$ cat config.mk
export PLATFORM = sky130hd
export DESIGN_NAME = clock_divider_multi
export DESIGN_NICKNAME = d
export VERILOG_FILES = /design/src/rtl/clkdiv_pkg.sv /design/src/rtl/clock_divider_channel.sv /design/src/rtl/clock_divider_multi.sv
export SDC_FILE = /design/constraint.sdc
export NUM_CORES = 1
export LEC_CHECK = 0
export CORE_MARGIN = 8
export CORE_UTILIZATION = 62
export CTS_CLUSTER_DIAMETER = 150
export DETAILED_ROUTE_END_ITERATION = 6
export PLACE_DENSITY_LB_ADDON = 0.15
export SYNTH_ARGS = -nofsm -noshare
export SYNTH_HDL_FRONTEND = slang
export SYNTH_SLANG_ARGS = --single-unit
$ cat constraint.sdc
create_clock -name clk -period 16.1 [get_ports clk]
set_clock_uncertainty 0.2 [all_clocks]
set_input_delay 1.61 -clock clk [delete_from_list [all_inputs] [get_ports clk]]
set_output_delay 1.61 -clock clk [all_outputs]
set_load 0.005 [all_outputs]
$ cat src/rtl/clkdiv_pkg.sv
// Shared definitions for the multi-channel clock divider.
package clkdiv_pkg;

    localparam logic MODE_TOGGLE = 1'b0;
    localparam logic MODE_PULSE  = 1'b1;

    // Toggle-mode divide value for a target output frequency. Integer division
    // truncates, so the result can land one count away from a hand-picked value.
    function automatic longint unsigned div_for_hz(input longint unsigned clk_hz,
                                                   input longint unsigned hz);
        return clk_hz / (2 * hz) - 1;
    endfunction

endpackage

$ cat src/rtl/clock_divider_channel.sv
// One divider channel: terminal-count counter, active and shadow divide/mode,
// and registered clk_out/tick outputs.
module clock_divider_channel
    import clkdiv_pkg::*;
#(
    parameter int               CNT_W       = 32,
    parameter logic [CNT_W-1:0] DEFAULT_DIV = '0
) (
    input  logic             clk,
    input  logic             rst,
    input  logic             en,
    input  logic             cfg_acc,
    input  logic [CNT_W-1:0] cfg_div,
    input  logic             cfg_mode,
    output logic             pend,
    output logic             clk_out,
    output logic             tick
);

    logic [CNT_W-1:0] cnt;
    logic [CNT_W-1:0] div;
    logic [CNT_W-1:0] shadow_div;
    logic             mode;
    logic             shadow_mode;
    logic             tc;
    logic             apply;

    assign tc    = (cnt == div);
    // A stopped channel takes the new setting at once; a running one waits for
    // the end of its current period so no runt pulse is produced.
    assign apply = pend & (~en | tc);

    // Shadow capture on accept and transfer to the active setting.
    always_ff @(posedge clk or posedge rst) begin
        if (rst) begin
            shadow_div  <= '0;
            shadow_mode <= MODE_TOGGLE;
            div         <= DEFAULT_DIV;
            mode        <= MODE_TOGGLE;
            pend        <= 1'b0;
        end else begin
            if (cfg_acc) begin
                shadow_div  <= cfg_div;
                shadow_mode <= cfg_mode;
            end
            if (apply) begin
                div  <= shadow_div;
                mode <= shadow_mode;
            end
            pend <= cfg_acc | (pend & ~apply);
        end
    end

    // Counter and output generation.
    always_ff @(posedge clk or posedge rst) begin
        if (rst) begin
            cnt     <= '0;
            tick    <= 1'b0;
            clk_out <= 1'b0;
        end else if (!en) begin
            cnt     <= '0;
            tick    <= 1'b0;
            clk_out <= 1'b0;
        end else if (tc) begin
            cnt  <= '0;
            tick <= 1'b1;
            // On a mode switch, toggle restarts low and pulse follows tick (high).
            if (apply && (shadow_mode != mode))
                clk_out <= shadow_mode;
            else if (mode == MODE_PULSE)
                clk_out <= 1'b1;
            else
                clk_out <= ~clk_out;
        end else begin
            cnt     <= cnt + CNT_W'(1);
            tick    <= 1'b0;
            clk_out <= (mode == MODE_TOGGLE) ? clk_out : 1'b0;
        end
    end

endmodule

$ cat src/rtl/clock_divider_multi.sv
// NUM_CH independent programmable clock dividers sharing one config port.
module clock_divider_multi
    import clkdiv_pkg::*;
#(
    parameter int          NUM_CH      = 4,
    parameter int          CNT_W       = 32,
    // 12 Hz toggle at 100 MHz; div_for_hz() truncates to one count lower.
    parameter int unsigned DEFAULT_DIV = 32'd4166666,
    localparam int         CH_W        = (NUM_CH > 1) ? $clog2(NUM_CH) : 1
) (
    input  logic              clk,
    input  logic              rst,
    input  logic [NUM_CH-1:0] en,
    input  logic              cfg_valid,
    output logic              cfg_ready,
    input  logic [CH_W-1:0]   cfg_ch,
    input  logic [CNT_W-1:0]  cfg_div,
    input  logic              cfg_mode,
    output logic [NUM_CH-1:0] clk_out,
    output logic [NUM_CH-1:0] tick
);

    logic [1:0]        rst_pipe;
    logic              rst_int;
    logic [NUM_CH-1:0] pend;
    logic [NUM_CH-1:0] acc;

    // Reset asserts immediately and releases on a clock edge.
    always_ff @(posedge clk or posedge rst) begin
        if (rst)
            rst_pipe <= 2'b11;
        else
            rst_pipe <= {rst_pipe[0], 1'b0};
    end

    assign rst_int = rst_pipe[1];

    // Channel decode and ready mux; out-of-range channels are always ready and
    // their requests fall on the floor.
    always_comb begin
        cfg_ready = 1'b1;
        acc       = '0;
        for (int i = 0; i < NUM_CH; i++) begin
            if (cfg_ch == CH_W'(i)) begin
                cfg_ready = ~pend[i];
                acc[i]    = cfg_valid & ~pend[i];
            end
        end
    end

    for (genvar g = 0; g < NUM_CH; g++) begin : g_ch
        clock_divider_channel #(
            .CNT_W       (CNT_W),
            .DEFAULT_DIV (CNT_W'(DEFAULT_DIV))
        ) u_ch (
            .clk      (clk),
            .rst      (rst_int),
            .en       (en[g]),
            .cfg_acc  (acc[g]),
            .cfg_div  (cfg_div),
            .cfg_mode (cfg_mode),
            .pend     (pend[g]),
            .clk_out  (clk_out[g]),
            .tick     (tick[g])
        );
    end

endmodule

==> impl_metrics.toml <==
[run_status]
status = "completed"

[sta]
worst_slack_ns = 10.77
finalCriticalPeriod_ns = 5.33
holdWs_ns = 0.158
max_freq_mhz = 188
rsz0062_at_grt = "no"
slew_viol_final = 0
tns_ns = 0
hold_viol = 0
fin_crit_sh_pct = 33.1
finalSetupViolCount = 0
slew_headroom_pct = 16.0
tightestPinTransition_ns = 1.26

[placement]
dp_cells = 2233
gp_congestion = 0.839
portBuffers = 50
dp_hpwl_um = 31000
place_ws_ns = 10.81

[logic_synthesis]
synth_compound_area_share_pct = 10.9
ys.flop_type = "dfrtp_1"
synthMuxAreaShare_pct = 7.56
syn_area_um2 = 20000
ys_top_cells_by_area = "dfrtp_1 45%, o211ai_1 10%, xor2_1 9.1%"
synth_edf_count = 0
synth_cell_types = 47
ys.warnings.count = 0
synth_area_per_cell_um2 = 10.6
synth_top_family_by_area = "simple AND/OR/NAND/NOR gates"
yosysSeqAreaShare_pct = 51.2
synthCells = 1881
syn_nets = 1927
synthAdderAreaFrac_pct = 0.251
synth-simple-area-share_pct = 16.6
async_flop_share_pct = 100
yosysTopAreaCellShare_pct = 45.1
synth.ff_latch_count = 406
synth_xor_area_share_pct = 10.7
synth_area_leader_cell = "dfrtp_1"

[global_routing]
grt_max_degree = 133
first_global_vias = 14500
grtUsageTotal_pct = 25.3
grt_pass1_wl_um = 78600
grt_remaining_overflow = 0
antenna_found_initial = 5

[worst_setup_path]
cp_max_fo = 5
crit_type = "in2out"
cp.required_ns = 14.29
crit_path_end_kind = "output port"
reg2reg_depth = 5
cp.arrival_ns = 3.52
start_kind = "input pin"

[layout]
area_growth_pct = 11.0
fin_cells = 2313
finalNetCount = 1922
final_util_pct = 70.0
drive_above_1_share_pct = 15.7

[drt]
firstDrtPassIters = 5
met1_length_um = 21300
num_vias = 14700
wl_per_cell_um = 21.2
drt-total-wl_um = 48900
met3_length_um = 3450
route.met2.wl_um = 23000
drt-vias-per-instance = 6.34
drtIter0Drc = 1123
highest_layer = "met5"
detail-route-antenna-nets = 0
drc_errors = 0

[clock_network]
clock_sinks = 406
root_buffer = "clkbuf_16"
cts_hold_buf = 0
cts_setup_buffers = 0
cts_made_buffers = 43
htree_levels = 2
cts.clk_slew.worst_paths_ns = 0.05
cts_tree = "yes"
clockBufferDepth = 3
cts_resized = 0
worstSkewPairLatency_ns = 0.54

[floorplanning]
io_pins = 51
initial_core_util_pct = 63.1
die_h_um = 195
die_w_um = 195
core_area_um2 = 31600
die-area_um2 = 38200
fp-row-count = 65

[worst_hold_path]
holdPathStages = 0
hold_class = "reg2reg"

[pwr]
power_frac_comb_pct = 12.6
seqPwrFrac_pct = 49.2
ir_drop_uv = 107
p_int_mw = 1.91
cellPowerDensity_nw_per_um2 = 117
power.leakage_nw = 8.88
p_clk_share_pct = 38.2
power.switching_mw = 0.682
p_sw_share_pct = 26.3

[flow_run]
drv_cap = 0
-- flip-flops by register name, summed over array words and instances, names as in the netlist --
signal and flops:
g_ch.u_ch.clk_out 4, g_ch.u_ch.cnt 128, g_ch.u_ch.div 128, g_ch.u_ch.mode 4
g_ch.u_ch.pend 4, g_ch.u_ch.shadow_div 128, g_ch.u_ch.shadow_mode 4, g_ch.u_ch.tick 4
rst_pipe 2
-- power groups by stage --
| stage | clock network (mW) | logic (mW) | registers, mW |
|---|---|---|---|
| 2_1_floorplan | 0 | 0.252 | 1.26 |
| 3_3_place_gp | 0 | 0.313 | 1.29 |
| 3_5_place_dp | 0 | 0.326 | 1.29 |
| 4_1_cts | 1.01 | 0.330 | 1.28 |
| 5_1_grt | 1.05 | 0.365 | 1.29 |
| 6_report | 0.991 | 0.328 | 1.28 |
-- placed cells by master (no fill, tap or decap), drive strengths merged, types with 2 or more instances in the layout --
| master | synthesis | final |
|---|---|---|
| buf | 13 | 31 |
| xor2 | 207 | 207 |
| inv | 9 | 9 |
| xnor2 | 36 | 36 |
| a21oi | 5 | 5 |
| bufinv | 0 | 2 |
| o21ai | 10 | 10 |
| a21o | 3 | 3 |
| or3 | 5 | 5 |
| a311o | 2 | 2 |
| and2 | 10 | 10 |
| nand3b | 2 | 2 |
| nor2 | 139 | 139 |
| clkinvlp | 0 | 2 |
| nand3 | 49 | 49 |
| nor3 | 10 | 10 |
| o2111a | 2 | 2 |
| nand4 | 53 | 53 |
| o211ai | 266 | 266 |
| mux2 | 132 | 132 |
| nand2b | 99 | 99 |
| nor3b | 2 | 2 |
| ha | 4 | 4 |
| nand4b | 2 | 2 |
| o21a | 2 | 2 |
| clkbuf | 118 | 63 |
| clkinv | 1 | 13 |
| nand2 | 201 | 201 |
| nor4 | 42 | 42 |
| and3 | 24 | 24 |
| dfrtp | 360 | 360 |
| and4 | 19 | 19 |
| clkdlybuf4s50 | 0 | 50 |
| a21boi | 2 | 2 |
| dfstp | 46 | 46 |
-- worst max-delay path, stage by stage --
cell	delay [ns]
clkdlybuf4s50_1	0.63
mux4_2	0.68
inv_1	0.10
clkdlybuf4s50_1	0.50
-- cell families (layout without fill, tap and decap cells) --
kind of cell             after synthesis  count (layout)
XOR/XNOR                             243             243
multiplexers                         133             133
flip-flops                           406             406
AND/OR/NAND/NOR                      661             661
AO/OA/AOI/OAI                        292             292
buffers and inverters                141             170
other                                  1               2
adder cells (fa/ha/maj)                4               4
-- cells in the mapped netlist, types with 36 or more instances --
cell / count
nand2b_1: 99
xor2_1: 207
xnor2_1: 36
o211ai_1: 266
nand3_1: 49
clkbuf_1: 118
dfstp_2: 46
mux2_2: 132
nor4_1: 40
dfrtp_1: 360
nand4_1: 52
nor2_1: 139
nand2_1: 201
-- layer usage --
| layer | up-vias | global-route usage [%] |
|---|---|---|
| met3 | 85 | 5.18 |
| met5 | - | 1.45 |
| li1 | 6642 | - |
| met4 | 2 | 7.22 |
| met2 | 441 | 40.0 |
| met1 | 7491 | 35.1 |
-- metrics by stage --
step,cell area (um^2),total power [mW]
floorplan,20000,1.51
global placement,20700,1.60
detailed placement,20700,1.62
CTS,22200,2.61
global route,22200,2.70
finish,22200,2.60
-- final cells by class --
| type | count | area [um^2] |
|---|---|---|
| Fill cell | 2342 | 9480 |
| Tap cell | 402 | 503 |
| Multi-Input combinational cell | 1334 | 9240 |
| Antenna cell | 1 | 2.50 |
| Clock buffer | 63 | 1280 |
| Timing Repair Buffer | 81 | 733 |
| Clock inverter | 16 | 135 |
| Sequential cell | 406 | 10200 |
| Inverter | 10 | 45.0 |
-- worst paths after layout --
| kind | startpoint | to | slack (ns) |
|---|---|---|---|
| worst min-delay path | rst_pipe[0] | rst_pipe[1] | 0.16 |
| max in group asynchronous | rst_pipe[1] | g_ch[1].u_ch.pend | 12.99 |
| worst max register to register | g_ch[2].u_ch.cnt[19] | g_ch[2].u_ch.cnt[24] | 12.84 |
| min in group asynchronous | rst_pipe[1] | g_ch[0].u_ch.div[5] | 0.19 |
| worst max-delay path | cfg_ch[0] | cfg_ready | 10.77 |
| worst min register to register | rst_pipe[0] | rst_pipe[1] | 0.16 |
Power figures use the tool's default switching activity.
